`src/rtl/uart_rx_ctrl.sv`:
```
// UART receive sequencer: 2-flop synchroniser, start-bit qualification, mid-bit sampling,
// valid/ready byte output with framing/parity/overrun pulses. Parity via `UART_RX_PARITY_EN.
//
// state   | meaning
// IDLE    | line high, waiting for a falling edge
// START   | qualifying start bit for CLKS_PER_BIT/2 low cycles
// DATA    | sampling data bits LSB first at mid-bit
// PARITY  | sampling parity bit (only with UART_RX_PARITY_EN)
// STOP    | sampling stop bit
// DONE    | one cycle: hand byte to output register or flag overrun
// BREAK   | stop bit was low; wait for the line to return high
module uart_rx_ctrl #(
   parameter int CLKS_PER_BIT = 16,
   parameter int DATA_BITS    = 8
) (
   input  logic                 clk,
   input  logic                 rst_n,
   input  logic                 RX_in,
   output logic [DATA_BITS-1:0] rx_data,
   output logic                 rx_valid,
   input  logic                 rx_ready,
`ifdef UART_RX_PARITY_EN
   input  logic                 parity_odd,
`endif
   output logic                 frame_err,
   output logic                 parity_err,
   output logic                 overrun,
   output logic                 busy
);

   localparam int CW = (CLKS_PER_BIT > 1) ? $clog2(CLKS_PER_BIT) : 1;
   localparam logic [CW-1:0] CNT_LAST = CW'(CLKS_PER_BIT - 1);
   localparam logic [CW-1:0] CNT_HALF = CW'(CLKS_PER_BIT / 2 - 1);
   localparam logic [2:0]    IDX_LAST = 3'(DATA_BITS - 1);

   typedef enum logic [2:0] {
      S_IDLE,
      S_START,
      S_DATA,
      S_STOP,
      S_DONE,
      S_BREAK
`ifdef UART_RX_PARITY_EN
      , S_PARITY
`endif
   } state_t;

   logic                 r_sync1;
   logic                 r_sync2;
   logic                 w_rxs;

   state_t               r_state;
   state_t               w_state_nxt;
   logic [CW-1:0]        r_clk_cnt;
   logic [CW-1:0]        w_clk_cnt_nxt;
   logic [2:0]           r_bit_idx;
   logic [2:0]           w_bit_idx_nxt;
   logic [DATA_BITS-1:0] r_shift;
   logic [DATA_BITS-1:0] w_shift_nxt;
   logic [DATA_BITS-1:0] r_rx_data;
   logic [DATA_BITS-1:0] w_rx_data_nxt;
   logic                 r_rx_valid;
   logic                 w_rx_valid_nxt;
   logic                 r_frame_err;
   logic                 w_frame_err_nxt;
   logic                 r_overrun;
   logic                 w_overrun_nxt;
`ifdef UART_RX_PARITY_EN
   logic                 r_par_bad;
   logic                 w_par_bad_nxt;
   logic                 r_parity_err;
   logic                 w_parity_err_nxt;
`endif

   // Synchroniser resets to the idle-high line level so reset never looks like a start bit.
   always_ff @(posedge clk or negedge rst_n) begin
      if (!rst_n) begin
         r_sync1 <= 1'b1;
         r_sync2 <= 1'b1;
      end else begin
         r_sync1 <= RX_in;
         r_sync2 <= r_sync1;
      end
   end

   assign w_rxs = r_sync2;

   always_ff @(posedge clk or negedge rst_n) begin
      if (!rst_n) begin
         r_state     <= S_IDLE;
         r_clk_cnt   <= '0;
         r_bit_idx   <= '0;
         r_shift     <= '0;
         r_rx_data   <= '0;
         r_rx_valid  <= 1'b0;
         r_frame_err <= 1'b0;
         r_overrun   <= 1'b0;
`ifdef UART_RX_PARITY_EN
         r_par_bad    <= 1'b0;
         r_parity_err <= 1'b0;
`endif
      end else begin
         r_state     <= w_state_nxt;
         r_clk_cnt   <= w_clk_cnt_nxt;
         r_bit_idx   <= w_bit_idx_nxt;
         r_shift     <= w_shift_nxt;
         r_rx_data   <= w_rx_data_nxt;
         r_rx_valid  <= w_rx_valid_nxt;
         r_frame_err <= w_frame_err_nxt;
         r_overrun   <= w_overrun_nxt;
`ifdef UART_RX_PARITY_EN
         r_par_bad    <= w_par_bad_nxt;
         r_parity_err <= w_parity_err_nxt;
`endif
      end
   end

   always_comb begin
      w_state_nxt     = r_state;
      w_clk_cnt_nxt   = r_clk_cnt;
      w_bit_idx_nxt   = r_bit_idx;
      w_shift_nxt     = r_shift;
      w_rx_data_nxt   = r_rx_data;
      w_rx_valid_nxt  = r_rx_valid & ~rx_ready;
      w_frame_err_nxt = 1'b0;
      w_overrun_nxt   = 1'b0;
`ifdef UART_RX_PARITY_EN
      w_par_bad_nxt    = r_par_bad;
      w_parity_err_nxt = 1'b0;
`endif

      case (r_state)
         S_IDLE: begin
            w_clk_cnt_nxt = '0;
            if (!w_rxs) begin
               // The falling-edge cycle itself is the first qualifying low sample.
               w_state_nxt   = S_START;
               w_clk_cnt_nxt = CW'(1);
            end
         end

         S_START: begin
            if (w_rxs) begin
               w_state_nxt   = S_IDLE;
               w_clk_cnt_nxt = '0;
            end else if (r_clk_cnt == CNT_HALF) begin
               w_state_nxt   = S_DATA;
               w_clk_cnt_nxt = '0;
               w_bit_idx_nxt = '0;
`ifdef UART_RX_PARITY_EN
               w_par_bad_nxt = 1'b0;
`endif
            end else begin
               w_clk_cnt_nxt = r_clk_cnt + CW'(1);
            end
         end

         S_DATA: begin
            if (r_clk_cnt == CNT_LAST) begin
               w_clk_cnt_nxt = '0;
               w_bit_idx_nxt = r_bit_idx + 3'd1;
               for (int i = 0; i < DATA_BITS; i++) begin
                  if (r_bit_idx == 3'(i)) w_shift_nxt[i] = w_rxs;
               end
               if (r_bit_idx == IDX_LAST) begin
`ifdef UART_RX_PARITY_EN
                  w_state_nxt = S_PARITY;
`else
                  w_state_nxt = S_STOP;
`endif
               end
            end else begin
               w_clk_cnt_nxt = r_clk_cnt + CW'(1);
            end
         end

`ifdef UART_RX_PARITY_EN
         S_PARITY: begin
            if (r_clk_cnt == CNT_LAST) begin
               w_clk_cnt_nxt = '0;
               w_par_bad_nxt = (^r_shift) ^ w_rxs ^ parity_odd;
               w_state_nxt   = S_STOP;
            end else begin
               w_clk_cnt_nxt = r_clk_cnt + CW'(1);
            end
         end
`endif

         S_STOP: begin
            if (r_clk_cnt == CNT_LAST) begin
               w_clk_cnt_nxt = '0;
               if (w_rxs) begin
                  w_state_nxt = S_DONE;
               end else begin
                  w_frame_err_nxt = 1'b1;
                  w_state_nxt     = S_BREAK;
               end
            end else begin
               w_clk_cnt_nxt = r_clk_cnt + CW'(1);
            end
         end

         S_DONE: begin
            // A same-cycle accept frees the output register, so the new byte is not an overrun.
            if (!r_rx_valid || rx_ready) begin
               w_rx_data_nxt  = r_shift;
               w_rx_valid_nxt = 1'b1;
            end else begin
               w_overrun_nxt = 1'b1;
            end
`ifdef UART_RX_PARITY_EN
            w_parity_err_nxt = r_par_bad;
`endif
            w_state_nxt = S_IDLE;
         end

         S_BREAK: begin
            w_clk_cnt_nxt = '0;
            if (w_rxs) w_state_nxt = S_IDLE;
         end

         default: begin
            w_state_nxt   = S_IDLE;
            w_clk_cnt_nxt = '0;
         end
      endcase
   end

   assign rx_data   = r_rx_data;
   assign rx_valid  = r_rx_valid;
   assign frame_err = r_frame_err;
   assign overrun   = r_overrun;
   assign busy      = (r_state != S_IDLE);
`ifdef UART_RX_PARITY_EN
   assign parity_err = r_parity_err;
`else
   assign parity_err = 1'b0;
`endif

endmodule

```
`config.mk`:
```
export PLATFORM = sky130hd
export DESIGN_NAME = uart_rx_ctrl
export DESIGN_NICKNAME = d
export VERILOG_FILES = /design/src/rtl/uart_rx_ctrl.sv
export SDC_FILE = /design/constraint.sdc
export NUM_CORES = 1
export LEC_CHECK = 0
export CORE_MARGIN = 5
export CORE_UTILIZATION = 37
export CTS_CLUSTER_DIAMETER = 150
export CTS_CLUSTER_SIZE = 40
export DETAILED_ROUTE_END_ITERATION = 8
export GPL_ROUTABILITY_DRIVEN = 0
export PLACE_DENSITY = 0.67
export SLEW_MARGIN = 5
export SYNTH_ARGS = -nofsm -noshare
export SYNTH_HDL_FRONTEND = slang
export SYNTH_SLANG_ARGS = --single-unit
```
`constraint.sdc`:
```
create_clock -name clk -period 1.9 [get_ports clk]
set_clock_uncertainty 0.05 [all_clocks]
set_input_delay 0.38 -clock clk [delete_from_list [all_inputs] [get_ports clk]]
set_output_delay 0.38 -clock clk [all_outputs]
set_load 0.005 [all_outputs]
```
Word-level counts from Yosys, hierarchy flattened
Index checks and enable logic that the tools add are counted.
W data, S select, Z words.
{ "totals": {"reg_bits": 31, "in_bits": 4, "output_inout_bits": 13, "wordCells": 86} }
{ "classes": {"n_addsub": 2, "n_eq_ne": 22, "mux": 25, "bitwise_logic": 2, "n_reduce_logical": 18} }
{ "op_table": {"columns": ["op", "n"], "rows": [
  ["$mux W3", 10],
  ["$reduce_and A3 Y1", 8],
  ["$eq A3 B3 Y1 const B", 6],
  ["$pmux W4 S4", 1],
  ["$pmux W3 S5", 1],
  ["$ne A2 B2 Y1 const B", 7],
  ["$eq A3 B2 Y1 const B", 4],
  ["$mux W4", 3],
  ["$mux W1", 9],
  ["$eq A3 B1 Y1 const B", 2],
  ["$logic_not A3 Y1", 2],
  ["$pmux W3 S2", 1],
  ["$reduce_and A6 Y1", 1],
  ["$add A4 B1 Y4 const B", 1],
  ["$eq A4 B3 Y1 const B", 1],
  ["$eq A4 B4 Y1 const B", 1],
  ["$reduce_and A4 Y1", 1],
  ["$add A3 B1 Y3 const B", 1],
  ["$ne A3 B3 Y1 const B", 1],
  ["$reduce_bool A3 Y1", 1],
  ["$reduce_and A2 Y1", 1],
  ["$reduce_bool A2 Y1", 1],
  ["$reduce_or A2 Y1", 1],
  ["$and A1 B1 Y1", 1],
  ["other kinds (3)", 3]
]} }

Depth between registers and ports, before layout
Gate-level depths: netlist of run 1.
{ "logic_depth": {"ltp_word": 4, "depth_mapped": 5, "depth_no_buf": 4} }

Worst setup path before layout of run 1
No wires, ideal clock.
{ "synth_timing": {"path_kind": "reg-to-reg", "start": "register r_clk_cnt[0]", "end": "register r_shift[4]", "setup_time_ps": 125, "arrival_time_ps": 1450, "required_ps": 1725, "path_slack_ps": 275, "path_stages_with_launch": 6, "path_buffers": 1, "synth_period_minus_slack_ps": 1625, "path_cell_list": "dfrtp_1 -> ha_1 -> and4_1 -> buf_2 -> nand4_1 -> mux2_2"} }
{ "synth_between": {"elab_chain_cells": 2} }
{ "synth_lines": {"columns": ["item", "line", "rtl"], "rows": [
  ["start, declared", "54", "logic [CW-1:0] r_clk_cnt;"],
  ["start signal, assigned", "104", "r_clk_cnt <= w_clk_cnt_nxt;"],
  ["$eq A4 B4 Y1", "159", "if (r_clk_cnt == CNT_LAST) begin"],
  ["$reduce_and A3 Y1 (no line)", null, null],
  ["end signal, assigned", "106", "r_shift <= w_shift_nxt;"],
  ["end, declared", "58", "logic [DATA_BITS-1:0] r_shift;"]
]} }
Every way passes these cells.
A chain may end at the register's enable or synchronous reset.

Final worst setup path of run 1
{ "layout_timing": {"start": "register r_state[1]", "end": "output busy"} }
{ "layout_between": {"elab_chain_cells": 1} }
{ "layout_lines": {"columns": ["item", "line", "rtl"], "rows": [
  ["start, declared", "52", "state_t r_state;"],
  ["start signal, assigned", "103", "r_state <= w_state_nxt;"],
  ["$reduce_bool A3 Y1", "233", "assign busy = (r_state != S_IDLE);"],
  ["end, declared", "28", "output logic busy"]
]} }
Every way passes these cells.

==> metrics, run 1 <==
Pins Over Slew Limit=0; top-area cell type share of the netlist area=0.483; Die H=73.7 µm; max_cap viols=0; CP required=1.47 ns; YS warnings=0; DP Cell Count=195; total power=0.00160 W; GRT overflow=0; die span in x=73.7 µm; most frequent cells after synthesis=dfrtp_1 (29), mux2_2 (16), inv_1 (9), ha_1 (7); Final Non-Filler Cells=202; P_leak=0.830 nW; Pre-Repair DR Iteration Count=4; post-synthesis instance area=0.00150 mm²; critical path startpoint category=flop; distinct cell type count after synthesis=39; Cell Area, Placed=0.00172 mm²; via count=1,051; CTS Buf Count=5; largest net degree at the start of global routing=32; critical path, cell by cell=inv_1, nand2_1, clkdlybuf4s50_1; fin crit share=0.953; Non-Filler Cell Area, Final=0.00181 mm²; area delta synth->final=20.2%; Post-Syn Area per Cell=11.5 µm²; Max clock buf depth=2; register bit total from synthesis=31; vias in the first global route=1,058; Final ANT Viol Nets=0; pwr/cell area=883 mW/mm²; status=finished clean; Root Driver=clkbuf_8; layout cells sized above 1=0.237; Post-Syn Nets=141; CP Buf/Inv Count=2; worst vdd ir=441 µV; H-tree Lvls=2; global-route wire length before repair=4740 µm; critical path class=reg2out; Total Negative Setup Slacks=0 ns; initial antenna violation count=0; crit-path leading delay family=buffers and inverters; Max Fclk=0.552 GHz; CP max stage cell=clkdlybuf4s50_1; die area=0.00543 mm²; Arr. time, crit path=1.38 ns; Post-synth EDFFs=0; number of DRC markers in iteration 0=66; ys async rst share=1.00; top-count cell post-synth=dfrtp_1; Worst Setup End Kind=primary output; endpoints failing setup=0; routed len/inst=13.9 µm; worst hold path type=reg2reg; IO buf count=15; fin crit period=1.81 ns; clk_lat worst skew=0.27 ns; Via density=5.20; I/O pin count=17; row count=23; Yosys top cell by area=dfrtp_1; setup ws final=0.0895 ns; CTS sink count=31; clock-pin slew on the worst setup and hold paths=0.06 ns; ant diodes=0; Post-Synthesis Cells=130; post-place setup slack=0.199 ns; unrepaired setup endpoints after global routing=no; hold_buf cts=0; Final Hold Viols=0; core outline area=0.00397 mm²; Post-synth top flop=dfrtp_1; Worst path max stage delay=0.50 ns; Routed WL=2800 µm; gr usage total=0.117; CTS tree=yes; initial core utilization=0.378; placed wire-length estimate=1970 µm; Layout Nets=164; Residual DRC=0; sequential fraction of the synthesis area=0.518; largest cells by area after synthesis=dfrtp_1 (48%), mux2_2 (12%), ha_1 (5.8%), dfstp_2 (3.5%), nand4_1 (2.5%); maximum fanout along the worst path=7
==> path summary, 6_finish.rpt <==
check	from	endpoint	cells past startpoint	slack, ns
max	r_state[1]	busy	3	0.09
min	r_sync1	r_sync2	0	0.30
max reg2reg	r_clk_cnt[0]	r_shift[1]	4	0.18
min reg2reg	r_sync1	r_sync2	0	0.30
max in group asynchronous	rst_n	r_sync2	2	1.03
min in group asynchronous	rst_n	r_clk_cnt[0]	2	0.44
==> flip-flops by register name (all words and copies together), names as in the netlist, 3 cells and up <==
name       count
r_shift        8
rx_data        8
r_state        3
r_bit_idx      3
r_clk_cnt      4
==> stage by stage <==
stage           util  hold WS [ns]
6_report       0.455         0.304
5_1_grt        0.455         0.311
4_1_cts        0.453         0.306
3_5_place_dp   0.434         0.297
3_3_place_gp   0.434         0.296
2_1_floorplan      -        0.0344
==> final cells by class <==
| class | instances | area (µm²) |
|---|---|---|
| sequential | 31 | 779 |
| timing repair buffer | 24 | 218 |
| tap | 50 | 62.6 |
| inverter | 9 | 33.8 |
| fill | 370 | 2170 |
| clock buffer | 6 | 72.6 |
| multi-input combinational | 82 | 639 |
==> worst reg2reg max path, delay by kind of cell, from the launching register on <==
family | cells | cell delay (ns)
multiplexers | 1 | 0.30
AND/OR/NAND/NOR | 2 | 0.66
flip-flops | 1 | 0.41
adder cells (fa/ha/maj) | 1 | 0.18
==> placed cells by master, fill, tap and decap left out, drive strengths merged, types with 4 or more instances in the layout <==
| master | Yosys | final |
|---|---|---|
| o21ai | 4 | 4 |
| nand4 | 6 | 6 |
| dfrtp | 29 | 29 |
| nand3 | 5 | 5 |
| buf | 7 | 9 |
| clkbuf | 1 | 6 |
| nor2 | 5 | 5 |
| ha | 7 | 7 |
| nand2 | 7 | 7 |
| inv | 9 | 9 |
| clkdlybuf4s50 | 0 | 15 |
| mux2 | 16 | 16 |
==> power by group <==
group / total [W] / switching (W) / internal, W
clock: 0.000449 / 0.000206 / 0.000243
sequential: 0.000775 / 0.0000629 / 0.000712
combinational: 0.000371 / 0.000191 / 0.000180
total: 0.00160 / 0.000460 / 0.00114
==> repair_timing <==
| item | CTS | global route |
|---|---|---|
| buffers inserted | 0 | 1 |
| resized for setup | 1 | 0 |
| setup endpoints to repair | 1 | 1 |
==> metal layers <==
| metal | vias to the layer above | share of wire | global-route usage |
|---|---|---|---|
| met3 | 4 | 0.048 | 0.0438 |
| met4 | 0 | 0.022 | 0.0644 |
| li1 | 507 | - | - |
| met5 | - | 0 | 0 |
| met2 | 25 | 0.50 | 0.193 |
| met1 | 515 | 0.43 | 0.128 |
==> cells by family (layout without fill, tap and decap cells) <==
| family | after synthesis | after routing | synth area share |
|---|---|---|---|
| AOI/OAI and AO/OA | 18 | 18 | 0.0858 |
| DFF | 31 | 31 | 0.518 |
| muxes | 17 | 17 | 0.127 |
| other | 1 | 1 | 0.00250 |
| buffers and inverters | 17 | 39 | 0.0558 |
| adders and majority gates | 7 | 7 | 0.0583 |
| xor gates and xnor gates | 2 | 2 | 0.0117 |
| and+or+nand+nor | 37 | 37 | 0.141 |
Note: power is estimated with default switching activity, not from simulation.
==> run 2, diff against run 1 <==
ABC_CLOCK_PERIOD_IN_PS = 1900   (was unset)
CORE_UTILIZATION = 54   (was 37)
PLACE_DENSITY = 0.88   (was 0.67)
==> metrics, run 2 (same netlist as run 1, synthesis figures left out) <==
status=finished clean (unchanged); Total Negative Setup Slacks=0 ns (unchanged); number of DRC markers in iteration 0=52 (was 66); worst reg-to-reg setup slack=0.12 ns (was 0.18 ns); Routed WL=2880 µm (was 2800 µm); Max clock buf depth=2 (unchanged); IO buf count=15 (unchanged); unrepaired setup endpoints after global routing=no (unchanged); post-place setup slack=0.197 ns (was 0.199 ns); worst hold path type=reg2reg (unchanged); pwr/cell area=884 mW/mm² (was 883 mW/mm²); via count=1,070 (was 1,051); fillers=214 (was 370); Worst Setup End Kind=primary output (unchanged); routed len/inst=15.6 µm (was 13.9 µm); I/O pin count=17 (unchanged); fin crit period=1.81 ns (about the same); Root Driver=clkbuf_4 (was clkbuf_8); clock-pin slew on the worst setup and hold paths=0.09 ns (was 0.06 ns); Max Fclk=0.553 GHz (was 0.552 GHz); ant diodes=0 (unchanged); most frequent cells in the layout=dfrtp_1 (27), mux2_2 (16), clkdlybuf4s50_1 (15) (was dfrtp_1 (28), mux2_2 (16), clkdlybuf4s50_1 (15)); Final ANT Viol Nets=0 (unchanged); Final Util=0.651 (was 0.455); CTS Buf Count=5 (unchanged); initial core utilization=0.554 (was 0.378); Residual DRC=0 (unchanged); Via density=5.82 (was 5.20); clock network fraction of total power=0.258 (was 0.281); die span in x=62.7 µm (was 73.7 µm); gr usage total=0.163 (was 0.117); combinational share of power=0.251 (was 0.232); initial antenna violation count=0 (unchanged); Pre-Repair DR Iteration Count=4 (unchanged); max_cap viols=0 (unchanged); critical path startpoint category=flop (unchanged); row count=19 (was 23); internal power=0.00107 W (was 0.00114 W); Layout Nets=163 (was 164); die area=0.00394 mm² (was 0.00543 mm²); maximum fanout along the worst path=2 (was 7); GRT overflow=0 (unchanged); Final Hold Viols=0 (unchanged); fin crit share=0.952 (was 0.953); core outline area=0.00271 mm² (was 0.00397 mm²); endpoints failing setup=0 (unchanged); Arr. time, crit path=1.38 ns (about the same); CTS tree=yes (unchanged); global-route wire length before repair=5070 µm (was 4740 µm); Pins Over Slew Limit=0 (unchanged); Die H=62.7 µm (was 73.7 µm); CP required=1.47 ns (about the same); critical path class=reg2out (unchanged); sequential share of power=0.491 (was 0.486); H-tree Lvls=2 (unchanged); clk_lat worst skew=0.34 ns (was 0.27 ns); layout cells sized above 1=0.255 (was 0.237); placed wire-length estimate=1980 µm (was 1970 µm); CTS sink count=31 (unchanged); setup ws final=0.0921 ns (was 0.0895 ns); area delta synth->final=17.4% (was 20.2%); leading cell type in the layout, fill and taps excluded=dfrtp_1 (unchanged); worst vdd ir=643 µV (was 441 µV); Switch Pwr=0.000485 W (was 0.000460 W); vias in the first global route=1,094 (was 1,058); largest net degree at the start of global routing=32 (unchanged); Switching Fraction=0.312 (was 0.288); P_leak=0.822 nW (was 0.830 nW)
## run 2: changes by cell type in the layout (fill, tap and decap cells not counted)
cell and delta:
inv_1 -1, inv_2 +1, clkinv_2 +1, buf_4 -1, dfrtp_1 -1, clkbuf_8 -4
clkbuf_4 +5, dfrtp_2 +1
## run 2: layout make-up
| cell class | count | area (µm²) | share of cell area |
|---|---|---|---|
| clock buffers | 7 | 55.1 | 0.0312 |
| clock inverters | 1 | 5.00 | 0.00284 |
| inverters | 9 | 33.8 | 0.0192 |
| multi-input cells | 82 | 639 | 0.363 |
| flip-flops and latches | 31 | 781 | 0.443 |
| well taps | 31 | 38.8 | 0.0220 |
| repair buffers | 23 | 210 | 0.119 |
## run 2: metrics by stage
stage          cell area, µm²  power, W  hold slack, ns  cells
2_1_floorplan            1500   0.00101          0.0344    130
3_3_place_gp             1690   0.00110           0.296    174
3_5_place_dp             1690   0.00112           0.301    174
4_1_cts                  1760   0.00156           0.314    184
5_1_grt                  1760   0.00165           0.316    184
6_report                 1760   0.00156           0.312    184
## run 2: power groups by stage
stage / Sequential [W] / Combinational, W / Clock [W]
floorplan: 0.000757 / 0.000249 / 0
global placement: 0.000795 / 0.000307 / 0
detailed placement: 0.000804 / 0.000317 / 0
CTS: 0.000761 / 0.000385 / 0.000412
global route: 0.000772 / 0.000435 / 0.000440
finish: 0.000765 / 0.000390 / 0.000403
## run 2: critical path, cell delays in order, from the launching register on
cell,delay [ns]
dfrtp_2,0.42
nor2_1,0.12
nand2_1,0.07
clkdlybuf4s50_1,0.44
## run 2: repair_timing
item                       4_1_cts  5_1_grt
buffers inserted                 2        0
setup endpoints to repair        1        1
gates resized for setup          2        1
hold endpoints to repair         0        0
hold buffers                     0        0
## run 2: metal layers
layer / vias up / part of all wire / global-route usage
met2: 33 / 0.49 / 0.256
met3: 9 / 0.054 / 0.0468
met4: 0 / 0.026 / 0.0822
met5: - / 0 / 0
met1: 523 / 0.43 / 0.202
li1: 505 / - / -
## run 2: path summary, 6_finish.rpt
| kind | start | endpoint | cells past startpoint |
|---|---|---|---|
| max | r_state[0] | busy | 3 |
| min | r_sync1 | r_sync2 | 0 |
| max reg2reg | r_state[1] | r_bit_idx[2] | 4 |
| min reg2reg | r_sync1 | r_sync2 | 0 |
| max in group asynchronous | rst_n | r_sync2 | 2 |
| min in group asynchronous | rst_n | overrun | 2 |
